===== src/rtl/csr_pkg.sv =====
// Shared encodings for the CSR access initiator: Zicsr funct3 values, CSR unit op codes,
// sequencer states and the read-only address check.
package csr_pkg;

    localparam logic [2:0] F3Csrrw  = 3'b001;
    localparam logic [2:0] F3Csrrs  = 3'b010;
    localparam logic [2:0] F3Csrrc  = 3'b011;
    localparam logic [2:0] F3Csrrwi = 3'b101;
    localparam logic [2:0] F3Csrrsi = 3'b110;
    localparam logic [2:0] F3Csrrci = 3'b111;

    typedef enum logic [1:0] {
        CsrOpRw = 2'b00,
        CsrOpRs = 2'b01,
        CsrOpRc = 2'b10
    } csr_op_e;

    typedef enum logic [1:0] {
        StIdle,
        StRead,
        StWrite,
        StResp
    } csr_state_e;

    // Addresses with [11:10] == 2'b11 are read-only in the Zicsr address map.
    function automatic logic is_ro(input logic [11:0] addr);
        return addr[11:10] == 2'b11;
    endfunction

endpackage


===== src/rtl/csr_req_decode.sv =====
// Combinational decode of one Zicsr request: CSR op, write operand, whether a write
// happens and whether the instruction is illegal.
module csr_req_decode
    import csr_pkg::*;
#(
    parameter int unsigned CHECK_RO = 1
) (
    input  logic [2:0]  funct3,
    input  logic [11:0] addr,
    input  logic [31:0] rs1,
    input  logic [4:0]  uimm,
    input  logic        src_zero,
    output csr_op_e     op,
    output logic [31:0] operand,
    output logic        do_write,
    output logic        illegal
);

    logic bad_funct3;
    logic wants_write;
    logic ro_hit;

    always_comb begin
        op         = CsrOpRw;
        bad_funct3 = 1'b0;
        unique case (funct3)
            F3Csrrw, F3Csrrwi: op = CsrOpRw;
            F3Csrrs, F3Csrrsi: op = CsrOpRs;
            F3Csrrc, F3Csrrci: op = CsrOpRc;
            default:           bad_funct3 = 1'b1;
        endcase

        operand     = funct3[2] ? {27'd0, uimm} : rs1;
        wants_write = !bad_funct3 && ((op == CsrOpRw) || !src_zero);
        ro_hit      = wants_write && is_ro(addr);
        illegal     = bad_funct3 || ((CHECK_RO != 0) && ro_hit);
        // With CHECK_RO off, a write to a read-only CSR is dropped rather than trapped.
        do_write    = wants_write && !ro_hit;
    end

endmodule


===== src/rtl/csr_access_ctrl.sv =====
// Initiator side of the CSR access interface: accepts one decoded Zicsr request and
// sequences read, optional write and the response back to execute.
module csr_access_ctrl
    import csr_pkg::*;
#(
    parameter int unsigned WAIT_STATES = 0,
    parameter int unsigned CHECK_RO    = 1
) (
    input  logic        clk_i,
    input  logic        rst_ni,
    input  logic        flush_i,
    input  logic        req_valid_i,
    output logic        req_ready_o,
    input  logic [11:0] req_addr_i,
    input  logic [2:0]  req_funct3_i,
    input  logic [31:0] req_rs1_i,
    input  logic [4:0]  req_uimm_i,
    input  logic        req_src_zero_i,
    output logic        rsp_valid_o,
    input  logic        rsp_ready_i,
    output logic [31:0] rsp_rdata_o,
    output logic        rsp_illegal_o,
    output logic [11:0] csr_addr_o,
    output logic [31:0] csr_data_o,
    output logic [1:0]  csr_op_o,
    output logic        csr_we_o,
    input  logic [31:0] csr_rdata_i,
    output logic        busy_o
);

    localparam int unsigned CntW = (WAIT_STATES > 0) ? $clog2(WAIT_STATES + 1) : 1;
    localparam logic [CntW-1:0] CntMax = CntW'(WAIT_STATES);

    csr_op_e     dec_op;
    logic [31:0] dec_operand;
    logic        dec_do_write;
    logic        dec_illegal;

    csr_req_decode #(
        .CHECK_RO (CHECK_RO)
    ) u_decode (
        .funct3   (req_funct3_i),
        .addr     (req_addr_i),
        .rs1      (req_rs1_i),
        .uimm     (req_uimm_i),
        .src_zero (req_src_zero_i),
        .op       (dec_op),
        .operand  (dec_operand),
        .do_write (dec_do_write),
        .illegal  (dec_illegal)
    );

    csr_state_e      state_q;
    logic [CntW-1:0] cnt_q;
    logic            do_write_q;
    logic            illegal_q;
    logic [31:0]     rdata_q;

    assign busy_o = (state_q != StIdle);

    // The csr_* output registers double as the request latches while READ/WRITE run.
    always_ff @(posedge clk_i or negedge rst_ni) begin
        if (!rst_ni) begin
            state_q       <= StIdle;
            cnt_q         <= '0;
            do_write_q    <= 1'b0;
            illegal_q     <= 1'b0;
            rdata_q       <= '0;
            req_ready_o   <= 1'b1;
            rsp_valid_o   <= 1'b0;
            rsp_rdata_o   <= '0;
            rsp_illegal_o <= 1'b0;
            csr_addr_o    <= '0;
            csr_data_o    <= '0;
            csr_op_o      <= '0;
            csr_we_o      <= 1'b0;
        end else begin
            unique case (state_q)
                StIdle: begin
                    if (req_valid_i && !flush_i) begin
                        state_q     <= StRead;
                        req_ready_o <= 1'b0;
                        cnt_q       <= '0;
                        csr_addr_o  <= req_addr_i;
                        csr_data_o  <= dec_operand;
                        csr_op_o    <= dec_op;
                        do_write_q  <= dec_do_write;
                        illegal_q   <= dec_illegal;
                    end
                end
                StRead: begin
                    if (flush_i) begin
                        state_q     <= StIdle;
                        req_ready_o <= 1'b1;
                        cnt_q       <= '0;
                        csr_addr_o  <= '0;
                        csr_data_o  <= '0;
                        csr_op_o    <= '0;
                    end else if (cnt_q == CntMax) begin
                        cnt_q <= '0;
                        if (do_write_q && !illegal_q) begin
                            state_q  <= StWrite;
                            rdata_q  <= csr_rdata_i;
                            csr_we_o <= 1'b1;
                        end else begin
                            state_q       <= StResp;
                            rsp_valid_o   <= 1'b1;
                            rsp_rdata_o   <= illegal_q ? 32'd0 : csr_rdata_i;
                            rsp_illegal_o <= illegal_q;
                            csr_addr_o    <= '0;
                            csr_data_o    <= '0;
                            csr_op_o      <= '0;
                        end
                    end else begin
                        cnt_q <= cnt_q + CntW'(1);
                    end
                end
                StWrite: begin
                    csr_we_o   <= 1'b0;
                    csr_addr_o <= '0;
                    csr_data_o <= '0;
                    csr_op_o   <= '0;
                    if (flush_i) begin
                        state_q     <= StIdle;
                        req_ready_o <= 1'b1;
                    end else begin
                        state_q       <= StResp;
                        rsp_valid_o   <= 1'b1;
                        rsp_rdata_o   <= rdata_q;
                        rsp_illegal_o <= 1'b0;
                    end
                end
                StResp: begin
                    if (flush_i || rsp_ready_i) begin
                        state_q       <= StIdle;
                        req_ready_o   <= 1'b1;
                        rsp_valid_o   <= 1'b0;
                        rsp_rdata_o   <= '0;
                        rsp_illegal_o <= 1'b0;
                    end
                end
                default: state_q <= StIdle;
            endcase
        end
    end

endmodule

===== config.mk =====
export PLATFORM = sky130hd
export DESIGN_NAME = csr_access_ctrl
export DESIGN_NICKNAME = d
export VERILOG_FILES = /design/src/rtl/csr_pkg.sv /design/src/rtl/csr_req_decode.sv /design/src/rtl/csr_access_ctrl.sv
export SDC_FILE = /design/constraint.sdc
export NUM_CORES = 1
export LEC_CHECK = 0
export BUFFER_PORTS_ARGS = -buffer_cell sky130_fd_sc_hd__buf_2
export CAP_MARGIN = 20
export CORE_ASPECT_RATIO = 1.75
export CORE_MARGIN = 2
export CORE_UTILIZATION = 50
export DETAILED_ROUTE_END_ITERATION = 10
export PLACE_DENSITY = 0.82
export SLEW_MARGIN = 10
export SYNTH_ARGS = -nofsm -noshare
export SYNTH_HDL_FRONTEND = slang
export SYNTH_SLANG_ARGS = --single-unit
export TNS_END_PERCENT = 50

===== constraint.sdc =====
create_clock -name clk_i -period 2.2 [get_ports clk_i]
set_input_delay 0.22 -clock clk_i [delete_from_list [all_inputs] [get_ports clk_i]]
set_output_delay 0.22 -clock clk_i [all_outputs]
set_load 0.02 [all_outputs]

## After elaboration in Yosys (flattened, before gate mapping)

Index checks and enable logic that the tools add are counted.

| word-level totals | value |
|---|---|
| flip-flop bits (word level) | 119 |
| logic and storage cells | 121 |
| output and inout bits | 83 |

| cells by class | value |
|---|---|
| reduce and logical (&&, ||, !) cells | 31 |
| add/sub/neg operators | 1 |
| bitwise logic cells | 2 |
| muxes and demuxes | 54 |
| equal/unequal tests | 20 |

Operator list:

| operator | count |
|---|---|
| $mux W32 | 11 |
| $pmux W32 S3 | 2 |
| $mux W12 | 4 |
| $pmux W12 S3 | 1 |
| $mux W1 | 19 |
| $mux W2 | 9 |
| $ne A2 B2 Y1 const B | 7 |
| $reduce_and A4 Y1 | 3 |
| $eq A3 B3 Y1 const B | 3 |
| $pmux W1 S3 | 3 |
| $pmux W2 S4 | 1 |
| $eq A2 B2 Y1 const B | 3 |
| $eq A3 B2 Y1 const B | 2 |
| $ne A3 B3 Y1 const B | 2 |
| $pmux W2 S3 | 1 |
| $reduce_and A3 Y1 | 2 |
| $reduce_and A6 Y1 | 1 |
| $reduce_bool A2 Y1 | 3 |
| $reduce_bool A3 Y1 | 2 |
| $reduce_or A2 Y1 | 3 |
| $reduce_or A6 Y1 | 1 |
| $logic_and A1 B1 Y1 | 5 |
| $logic_not A1 Y1 | 4 |
| $logic_not A2 Y1 | 2 |
| other kinds (9) | 14 |

## Depth between registers and ports, before layout

| depth | value |
|---|---|
| depth in word-level cells | 9 |
| mapped depth | 9 |
| mapped depth without buffers | 6 |

## Cells and area by module

Synthesis repeated with hierarchy kept, for this count alone.

| second synthesis, totals | value |
|---|---|
| cell total of the unflattened synthesis | 468 |
| area, all modules | 5511.5 µm² |

By module, submodules not included:

| module | area each (µm²) | sequential area each (µm²) | cells an instance | instances |
|---|---|---|---|---|
| csr_access_ctrl | 5208.7 | 2954.1 | 426 | 1 |
| csr_req_decode | 302.8 | 0.0 | 42 | 1 |

## Least setup slack after synthesis

Ideal clock, no wire load.

| path | value |
|---|---|
| path type | reg2reg |
| from | register state_q[1] |
| to | register csr_data_o[1] |
| path slack | 416 ps |
| stages on the path, launching flop included | 9 |
| data required time | 2108 ps |
| arrival | 1692 ps |
| clock period less this slack | 1784 ps |
| cells stage by stage | dfrtp_1 -> inv_1 -> ha_1 -> nor4bb_1 -> buf_2 -> a211o_1 -> buf_2 -> buf_2 -> o31ai_2 |

| between the ends | value |
|---|---|
| longest elaborated chain between the ends | 3 |
| elaborated cells between the ends (all ways) | 9 |
| those cells by class | 5 x eq/ne; 1 x mux; 3 x reduce/logical |

RTL lines:

| item | RTL line | RTL |
|---|---|---|
| from (decl) | csr_access_ctrl.sv:53 | `csr_state_e state_q;` |
| from (signal assigned) | csr_access_ctrl.sv:64 | `state_q <= StIdle;` |
| from (signal assigned) | csr_access_ctrl.sv:81 | `state_q <= StRead;` |
| from (signal assigned) | csr_access_ctrl.sv:93 | `state_q <= StIdle;` |
| $eq A2 B1 Y1, or another cell as far along | csr_access_ctrl.sv:78 | `unique case (state_q)` |
| $ne A3 B3 Y1 (no line), or another cell as far along | - |  |
| $reduce_and A4 Y1 (no line) | - |  |
| to (signal assigned) | csr_access_ctrl.sv:85 | `csr_data_o <= dec_operand;` |
| to (decl) | csr_access_ctrl.sv:24 | `output logic [31:0] csr_data_o,` |

Several ways; a longest one is shown, not always the timed one.
A chain may end at the register's enable or synchronous reset.

## Worst setup path in the final report

| path | value |
|---|---|
| from | register state_q[0] |
| to | register rsp_rdata_o[18] |

| between the ends | value |
|---|---|
| longest elaborated chain between the ends | 3 |
| elaborated cells between the ends (all ways) | 11 |
| those cells by class | 8 x eq/ne; 1 x mux; 2 x reduce/logical |

RTL lines:

| item | RTL line | RTL |
|---|---|---|
| $eq A2 B1 Y1 / $eq A2 B2 Y1 (equally long branches) | csr_access_ctrl.sv:78 |  |
| $ne A2 B2 Y1 (no line) / $reduce_bool A3 Y1 (equally long branches) | - |  |
| $reduce_and A6 Y1 (no line) | - |  |
| to (signal assigned) | csr_access_ctrl.sv:108 | `rsp_rdata_o <= illegal_q ? 32'd0 : csr_rdata_i;` |
| to (signal assigned) | csr_access_ctrl.sv:129 | `rsp_rdata_o <= rdata_q;` |
| to (decl) | csr_access_ctrl.sv:21 | `output logic [31:0] rsp_rdata_o,` |

Several ways; a longest one is shown, not always the timed one.

==> key figures <==
Critical path
  – Crit-path max FO: 34
  – Worst endpoint required time: 2.48 ns
  – Critical path endpoint category: flip-flop
  – Path type of the worst setup path: flip-flop to flip-flop
  – Crit path DAT: 2.29 ns
  – Startpoint type of the worst setup path: flip-flop

Worst hold path
  – Worst hold path type: input port to flip-flop

Die
  – Chip Width: 80.2 µm
  – # rows: 48
  – Ports: 173
  – Die area: 11000 µm²
  – Die height: 137 µm
  – Core Area: 9850 µm²
  – Initial core utilization: 51.5%

Yosys
  – Sequential fraction of the synthesis area: 58.2%
  – Syn nets: 522
  – Synthesized area per cell: 11.9 µm²
  – Ys Warns: 0
  – Seq cells post-synth: 118
  – Synthesized area: 5070 µm²
  – Synth Instances: 428
  – Distinct cells, synth: 31

Finish
  – Antenna fix cells: 0
  – Commonest non-fill, non-tap cell in the layout: buf_2
  – Area delta synth->final: 33.9%
  – Layout cell share with drive strength beyond 1: 47.3%
  – Final #Nets: 698
  – Commonest non-fill, non-tap cells in the layout: buf_2 (171), dfrtp_1 (117), nand2_1 (75)
  – Filler Cell Count: 734

Global routing
  – GR Overflow Total: 0
  – Initial antenna violation count: 0
  – Vias in the first global route: 3954
  – First-pass GRT wire length: 18600 µm
  – Largest net degree at the start of global routing: 48
  – All-Layer GR Usage: 21.9%

STA
  – Final Hold Slack: 0.0488 ns
  – Max Slew Vio Count: 0
  – Final setup viols: 0
  – Tmin final: 2.01 ns
  – Worst Tran Pin Value: 0.602 ns
  – Tcrit/Tclk final: 91.4%
  – Final Skew: 0.00782 ns
  – Unrepaired setup endpoints after global routing: false
  – Final Hold Fails: 0
  – Fmax: 498 MHz
  – Setup TNS: 0 ns
  – Slew HR: 59.9%

Pwr
  – Net Sw Frac: 36.8%
  – P_leak: 3.44 nW
  – Combinational Power Share: 41.3%
  – Sequential Power Share: 32.9%
  – Internal: 0.00726 W
  – Pwr Density: 1690 nW/µm²
  – Power Total: 0.0115 W
  – Switch Pwr: 0.00423 W
  – Worst VDD drop: 0.852 mV
  – Clock Power Share: 25.7%

Detailed routing
  – DR vias/cell: 5.22
  – TritonRoute pass-1 iters: 4
  – Routed len/inst: 15.7 µm
  – DRT iter0 DRCs: 141
  – # DRC: 0
  – Routed Antenna Nets: 0
  – WL final: 11700 µm
  – Vias post-DR: 3871

CTS
  – H-tree Lvls: 4
  – CTS sink cnt: 118
  – Clock Tree Buf Depth: 2
  – Clk_lat worst skew: 0.40 ns
  – TritonCTS clock tree: built
  – Root buf cell: clkbuf_16
  – Num CTS Buffers: 17
  – Worst-path clk slew: 0.05 ns
  – Post-cts resize count: 0

Run status
  – Run status: finished clean

Placement
  – Post-DP HPWL: 8310 µm
  – IO Port Bufs: 172
  – GPL Wtd Cong: 0.851

Job
  – Max Cap Violations: 0
[layer usage]
metal  vias up  wire length, µm  track usage (%)
met2       158             6000             37.8
met5         -                0                0
met1      1852             4690             25.6
li1       1851                -                -
met3        10              849             6.88
met4         0              144             7.34
[power groups by stage]
stage | clock (W) | sequential [W] | combinational [W]
after floorplan | 0 | 0.00458 | 0.00239
after global placement | 0 | 0.00373 | 0.00461
after detailed placement | 0 | 0.00378 | 0.00480
after CTS | 0.00301 | 0.00379 | 0.00480
after global routing | 0.00310 | 0.00391 | 0.00516
final | 0.00296 | 0.00378 | 0.00475
[state kept, by name, indices dropped and copies added (netlist names)]
register	count
csr_data_o	32
rdata_q	32
rsp_rdata_o	32
csr_addr_o	12
csr_op_o	2
state_q	2
csr_we_o	1
do_write_q	1
illegal_q	1
req_ready_o	1
rsp_illegal_o	1
rsp_valid_o	1
[stage by stage]
step                setup slack, ns  instances  cell area (µm²)  utilization [%]
global placement              0.325        709             6140             62.4
detailed placement            0.208        709             6140             62.4
global route                 0.0753        742             6800             69.0
CTS                           0.186        742             6800             69.0
floorplan                     0.416        428             5070                -
finish                        0.190        742             6800             69.0
[cells in the mapped netlist, drive strengths merged]
master	number	area (µm²)
o41ai	3	26.3
nor2b	2	12.5
nor3	2	10.0
a211o	1	8.76
nor3b	2	20.0
a22o	32	280
dfrtp	117	2930
mux2i	6	60.1
dfstp	1	26.3
ha	4	50.1
o32ai	1	8.76
o31ai	7	72.6
buf	17	91.3
clkbuf	13	48.8
nor4bb	1	10.0
and2	2	12.5
o21ai	43	215
nor2	6	22.5
inv	6	22.5
nand3b	1	7.51
mux2	65	732
nand2	75	282
nand3	2	15.0
nand2b	14	87.6
a21oi	5	25.0
[final cells by class]
type,instances,area [µm²],area share (%)
Clock buffer,21,470,6.92
Clock inverter,11,171,2.52
Inverter,6,22.5,0.331
Multi-Input combinational cell,274,1980,29.1
Sequential cell,118,2950,43.5
Tap cell,125,156,2.30
Timing Repair Buffer,187,1040,15.3
[cells by family after synthesis]
kind of cell / share of synthesized area [%]
flops: 58.2
simple gates: 9.44
compound gates: 12.5
mux: 15.6
buf+inv: 3.21
fa+ha+maj: 0.986
[final timing paths]
| kind | startpoint | to | slack, ns | cells past startpoint |
|---|---|---|---|---|
| max in group asynchronous | rst_ni | req_ready_o | 1.08 | 3 |
| min in group asynchronous | rst_ni | rsp_rdata_o[9] | 0.38 | 2 |
| min | req_funct3_i[0] | csr_op_o[0] | 0.05 | 2 |
| max reg2reg | state_q[0] | rsp_rdata_o[18] | 0.19 | 6 |
| min reg2reg | csr_addr_o[11] | csr_addr_o[11] | 0.47 | 2 |
| max | state_q[0] | rsp_rdata_o[18] | 0.19 | 6 |
[timing repair]
item,in CTS,in global routing
endpoints found under the hold margin,42,0
hold buffers,1,0
buffers inserted,0,0
setup endpoints to repair,0,0
[worst max-delay path, cell delays in order (launching register included)]
cell,delay [ns]
dfrtp_1,0.38
ha_1,0.26
nor3b_2,0.42
a21oi_1,0.10
nand3_2,0.11
buf_12,0.21
mux2_2,0.38
No activity file was read; power rests on OpenSTA's default activity.
